--- src/rtl/input_debouncer.sv ---
`default_nettype none
// ============================================================================
// Module   : input_debouncer
// Purpose  : Per-channel 2-flop synchronizer plus counter filter, with optional
//            rise/fall pulses (define INPUT_DEBOUNCER_EDGE_DETECT_EN).
// Revision : 1.0
// ============================================================================
module input_debouncer #(
  parameter int                    NUM_INPUTS      = 2,
  parameter int                    DEBOUNCE_CYCLES = 120000,
  parameter logic [NUM_INPUTS-1:0] RESET_VALUE     = '0
) (
  input  logic                  clock,
  input  logic                  reset,
  input  logic [NUM_INPUTS-1:0] raw_input,
  output logic [NUM_INPUTS-1:0] debounced,
  output logic [NUM_INPUTS-1:0] rise,
  output logic [NUM_INPUTS-1:0] fall
);

  localparam int               c_cnt_w    = $clog2(DEBOUNCE_CYCLES + 1);
  localparam logic [c_cnt_w-1:0] c_term_cnt = c_cnt_w'(DEBOUNCE_CYCLES - 1);

  typedef enum logic {
    STABLE   = 1'b0,
    COUNTING = 1'b1
  } state_e;

  logic [NUM_INPUTS-1:0] sync1_q;
  logic [NUM_INPUTS-1:0] sync2_q;
  logic [NUM_INPUTS-1:0] deb_q;
  logic [NUM_INPUTS-1:0] deb_d;
  logic [c_cnt_w-1:0]    cnt_q [NUM_INPUTS];
  logic [c_cnt_w-1:0]    cnt_d [NUM_INPUTS];
  state_e                w_state [NUM_INPUTS];

  always_ff @(posedge clock) begin
    if (reset) begin
      sync1_q <= RESET_VALUE;
      sync2_q <= RESET_VALUE;
      deb_q   <= RESET_VALUE;
      for (int i = 0; i < NUM_INPUTS; i++) begin
        cnt_q[i] <= '0;
      end
    end else begin
      sync1_q <= raw_input;
      sync2_q <= sync1_q;
      deb_q   <= deb_d;
      for (int i = 0; i < NUM_INPUTS; i++) begin
        cnt_q[i] <= cnt_d[i];
      end
    end
  end

  // The state is implied by the sync2/debounced mismatch, so a glitch that
  // ends before terminal count drops straight back to STABLE with count 0.
  always_comb begin
    deb_d = deb_q;
    for (int i = 0; i < NUM_INPUTS; i++) begin
      w_state[i] = (sync2_q[i] != deb_q[i]) ? COUNTING : STABLE;
      cnt_d[i]   = '0;
      case (w_state[i])
        COUNTING: begin
          if (cnt_q[i] == c_term_cnt) begin
            deb_d[i] = sync2_q[i];
          end else begin
            cnt_d[i] = cnt_q[i] + 1'b1;
          end
        end
        default: cnt_d[i] = '0;
      endcase
    end
  end

  assign debounced = deb_q;

`ifdef INPUT_DEBOUNCER_EDGE_DETECT_EN
  logic [NUM_INPUTS-1:0] rise_q;
  logic [NUM_INPUTS-1:0] fall_q;

  // Registered alongside deb_q so the pulse coincides with the new level.
  always_ff @(posedge clock) begin
    if (reset) begin
      rise_q <= '0;
      fall_q <= '0;
    end else begin
      rise_q <= deb_d & ~deb_q;
      fall_q <= ~deb_d & deb_q;
    end
  end

  assign rise = rise_q;
  assign fall = fall_q;
`else
  assign rise = '0;
  assign fall = '0;
`endif

endmodule
`default_nettype wire

--- config.mk ---
export PLATFORM = sky130hd
export DESIGN_NAME = input_debouncer
export DESIGN_NICKNAME = d
export VERILOG_FILES = /design/src/rtl/input_debouncer.sv
export SDC_FILE = /design/constraint.sdc
export NUM_CORES = 1
export LEC_CHECK = 0
export CORE_ASPECT_RATIO = 0.7
export CORE_UTILIZATION = 27
export CTS_CLUSTER_SIZE = 24
export DETAILED_ROUTE_END_ITERATION = 8
export MAX_ROUTING_LAYER = met4
export PLACE_DENSITY_LB_ADDON = 0.15
export SLEW_MARGIN = 15
export SYNTH_ARGS = -nofsm -noshare
export SYNTH_HDL_FRONTEND = slang
export SYNTH_SLANG_ARGS = --single-unit
export TNS_END_PERCENT = 5
--- constraint.sdc ---
create_clock -name clock -period 2.4 [get_ports clock]
set_clock_uncertainty 0.05 [all_clocks]
set_input_delay 0.36 -clock clock [delete_from_list [all_inputs] [get_ports clock]]
set_output_delay 0.36 -clock clock [all_outputs]
set_load 0.05 [all_outputs]
==> flow_metrics.py <==
metrics = {
    "grt": {
        "grt.overflow.total": 0,
        "antenna_found_initial": 0,
        "grt_pass1_vias": 1231,
        "grt_pass1_wl_mm": 5.934,
        "gr-usage-all-layers": 0.1130,
        "grt_max_degree": 14,
    },
    "clock_network": {
        "cts_buffers": 5,
        "cts-root-buf": "clkbuf_8",
        "clock_latency_ps": 290,
        "cts_setup_buffers": 0,
        "cts_resized": 0,
        "htreeDepth": 2,
        "cts_sinks": 40,
        "clk_pin_slew_ps": 80,
        "cts_tree": "yes",
        "cts_buffer_depth": 2,
        "cts_hold_buf": 0,
    },
    "pwr": {
        "p_leak_nw": 0.5781,
        "p_per_area_nw_per_um2": 594.3,
        "power_mw": 1.191,
        "vdd_drop_max_mv": 0.1762,
    },
    "critical_path": {
        "cp-startpoint": "cnt_q[0][17]$_SDFF_PP0_",
        "cp-endpoint": "cnt_q[0][33]$_SDFF_PP0_",
        "r2r_start": "cnt_q[0][17]$_SDFF_PP0_",
        "cp.required_ps": 2570,
        "cp.arrival_ps": 2210,
        "worstReg2RegEnd": "cnt_q[0][33]$_SDFF_PP0_",
        "worstRegToRegCells": 5,
        "cp-end-kind": "flip-flop",
        "cp_max_fo": 6,
        "start_kind": "flip-flop",
        "worstSetupPathType": "reg -> reg",
        "r2r_slack_ps": 360,
    },
    "detailed_routing": {
        "drc": 3,
        "routed-wl-met3_um": 123,
        "num_vias": 1303,
        "postRouteAntennaNets": 0,
        "post_drt_wl_per_cell_um": 11.46,
        "firstDrtPassIters": 6,
        "wl_met1_mm": 1.983,
        "drt_iter0_markers": 69,
        "top_layer": "met4",
        "routed_wl_mm": 3.313,
        "via_per_inst": 4.509,
        "wl_met2_mm": 1.147,
    },
    "timing": {
        "timing.hold.ws_ps": 396.2,
        "fmax_mhz": 490.5,
        "finalHoldViolations": 0,
        "timing.final.crit_share": 0.8494,
        "rsz0062_at_grt": "false",
        "tns_ps": 0,
        "setup_viol": 0,
        "final_max_slew_viol_count": 0,
        "fin_crit_ps": 2039,
    },
    "synth": {
        "syn_area_um2": 1757,
        "yosysSeqAreaShare": 0.4558,
        "yosysUniqueCellTypes": 33,
        "synthCells": 200,
        "synth_seq_cells": 40,
        "synth_flop_cell": "dfxtp_1",
        "ys_top_cells_by_area": "dfxtp_1, xnor2_1, nor2_1",
        "yosysWarnings": 0,
        "synth-edff-count": 0,
        "yosysMostFrequentCell": "dfxtp_1",
        "async_flop_share": 0,
        "syn_area_per_cell_um2": 8.783,
        "synth_top_cell_by_area": "dfxtp_1",
        "netlist.area_leader.share": 0.4558,
        "synthTopCellsByCount": "dfxtp_1, nor2_1, xnor2_1",
    },
    "floorplanning": {
        "die_w_um": 98.41,
        "dieArea_um2": 6838,
        "rows": 24,
        "initial_core_util": 0.2813,
        "ios": 10,
        "placeableCoreArea_um2": 6246,
        "die_h_um": 69.49,
    },
    "status": {
        "outcome": "finished, violations left",
        "violations": "design-rule violations",
    },
    "final_layout": {
        "antenna_cells": 0,
        "final_cells": 289,
        "nNetsFinal": 217,
        "syn2layout_area_growth_pct": 14.03,
        "drive_above_1_share": 0.07109,
    },
    "place": {
        "place_inst": 282,
        "gp_congestion": 0.7027,
        "port_buffers": 5,
        "dp_hpwl_mm": 2.340,
    },
    "min_path": {
        "min_path_type": "reg -> reg",
        "min_path_cells": 1,
    },
    "run": {
        "maxCapViolCount": 0,
    },
}
==> worst min path at each step <==
stage	start	to	slack [ps]
floorplan	sync1_q[0]$_SDFF_PP0_	sync2_q[0]$_SDFF_PP0_	360
global placement	sync1_q[1]$_SDFF_PP0_	sync2_q[1]$_SDFF_PP0_	370
detailed placement	sync1_q[1]$_SDFF_PP0_	sync2_q[1]$_SDFF_PP0_	380
CTS	sync1_q[1]$_SDFF_PP0_	sync2_q[1]$_SDFF_PP0_	390
global route	sync1_q[0]$_SDFF_PP0_	sync2_q[0]$_SDFF_PP0_	420
finish	sync1_q[0]$_SDFF_PP0_	sync2_q[0]$_SDFF_PP0_	400
==> final cells by class <==
class / count / area, um^2
Inverter: 7 / 26.28
Clock buffer: 7 / 96.34
Tap cell: 78 / 97.59
Multi-Input combinational cell: 149 / 897.1
Timing Repair Buffer: 8 / 85.08
Fill cell: 668 / 4243
Sequential cell: 40 / 800.8
==> logic make-up (layout without fill, tap and decap cells) <==
family | Yosys count | after routing | share of synthesized area
other | 1 | 4 | 0.002135
DFF | 40 | 40 | 0.4558
AOI/OAI and AO/OA | 16 | 16 | 0.04914
and+or+nand+nor | 100 | 100 | 0.3041
buffers and inverters | 14 | 22 | 0.03989
adders and majority gates | 2 | 2 | 0.01424
xor gates and xnor gates | 27 | 27 | 0.1346
==> routing by layer <==
metal,vias up,global-route usage
met5,-,-
met4,0,0.05473
met3,5,0.02419
met2,20,0.1385
met1,579,0.1696
li1,699,-
==> stage by stage <==
stage                       util  worst slack (ps)  area (um^2)
after detailed placement  0.3053             385.7         1907
after global placement    0.3053             445.5         1907
after global routing      0.3207             270.6         2003
final                     0.3207             361.3         2003
after CTS                 0.3207             375.6         2003
after floorplan                -             555.9         1768
==> worst max-delay path, stage by stage (launching register included) <==
cell and delay [ps]:
dfxtp_1 440, ha_1 320, inv_1 90, or4_4 570, or3_1 360, a21oi_1 140
==> report_power, final <==
| group | internal, mW | switching (mW) | total, mW |
|---|---|---|---|
| registers | 0.667 | 0.00248 | 0.670 |
| logic | 0.0107 | 0.0235 | 0.0341 |
| clock network | 0.256 | 0.231 | 0.487 |
==> state kept, by name, indices dropped and copies added, names as in the netlist <==
| register | count |
|---|---|
| sync2_q | 2 |
| cnt_q | 34 |
| sync1_q | 2 |
| debounced | 2 |
==> cell usage in the layout (no fill, tap or decap), drive strengths merged <==
cell	netlist	layout
nand2	10	10
nand2b	1	1
a21oi	7	7
or3	7	7
buf	6	3
ha	2	2
nor2	35	35
xor2	7	7
o31ai	1	1
inv	7	7
and4	2	2
dfxtp	40	40
or4	4	4
and3	2	2
clkdlybuf4s50	0	5
nor2b	4	4
nand4bb	1	1
nor3	6	6
nand3	14	14
nand4	6	6
xnor2	20	20
clkbuf	1	7
o21ai	8	8
conb	1	4
nand3b	1	1
nor4b	2	2
nor4	5	5
Note: power is estimated with default switching activity, not from simulation.
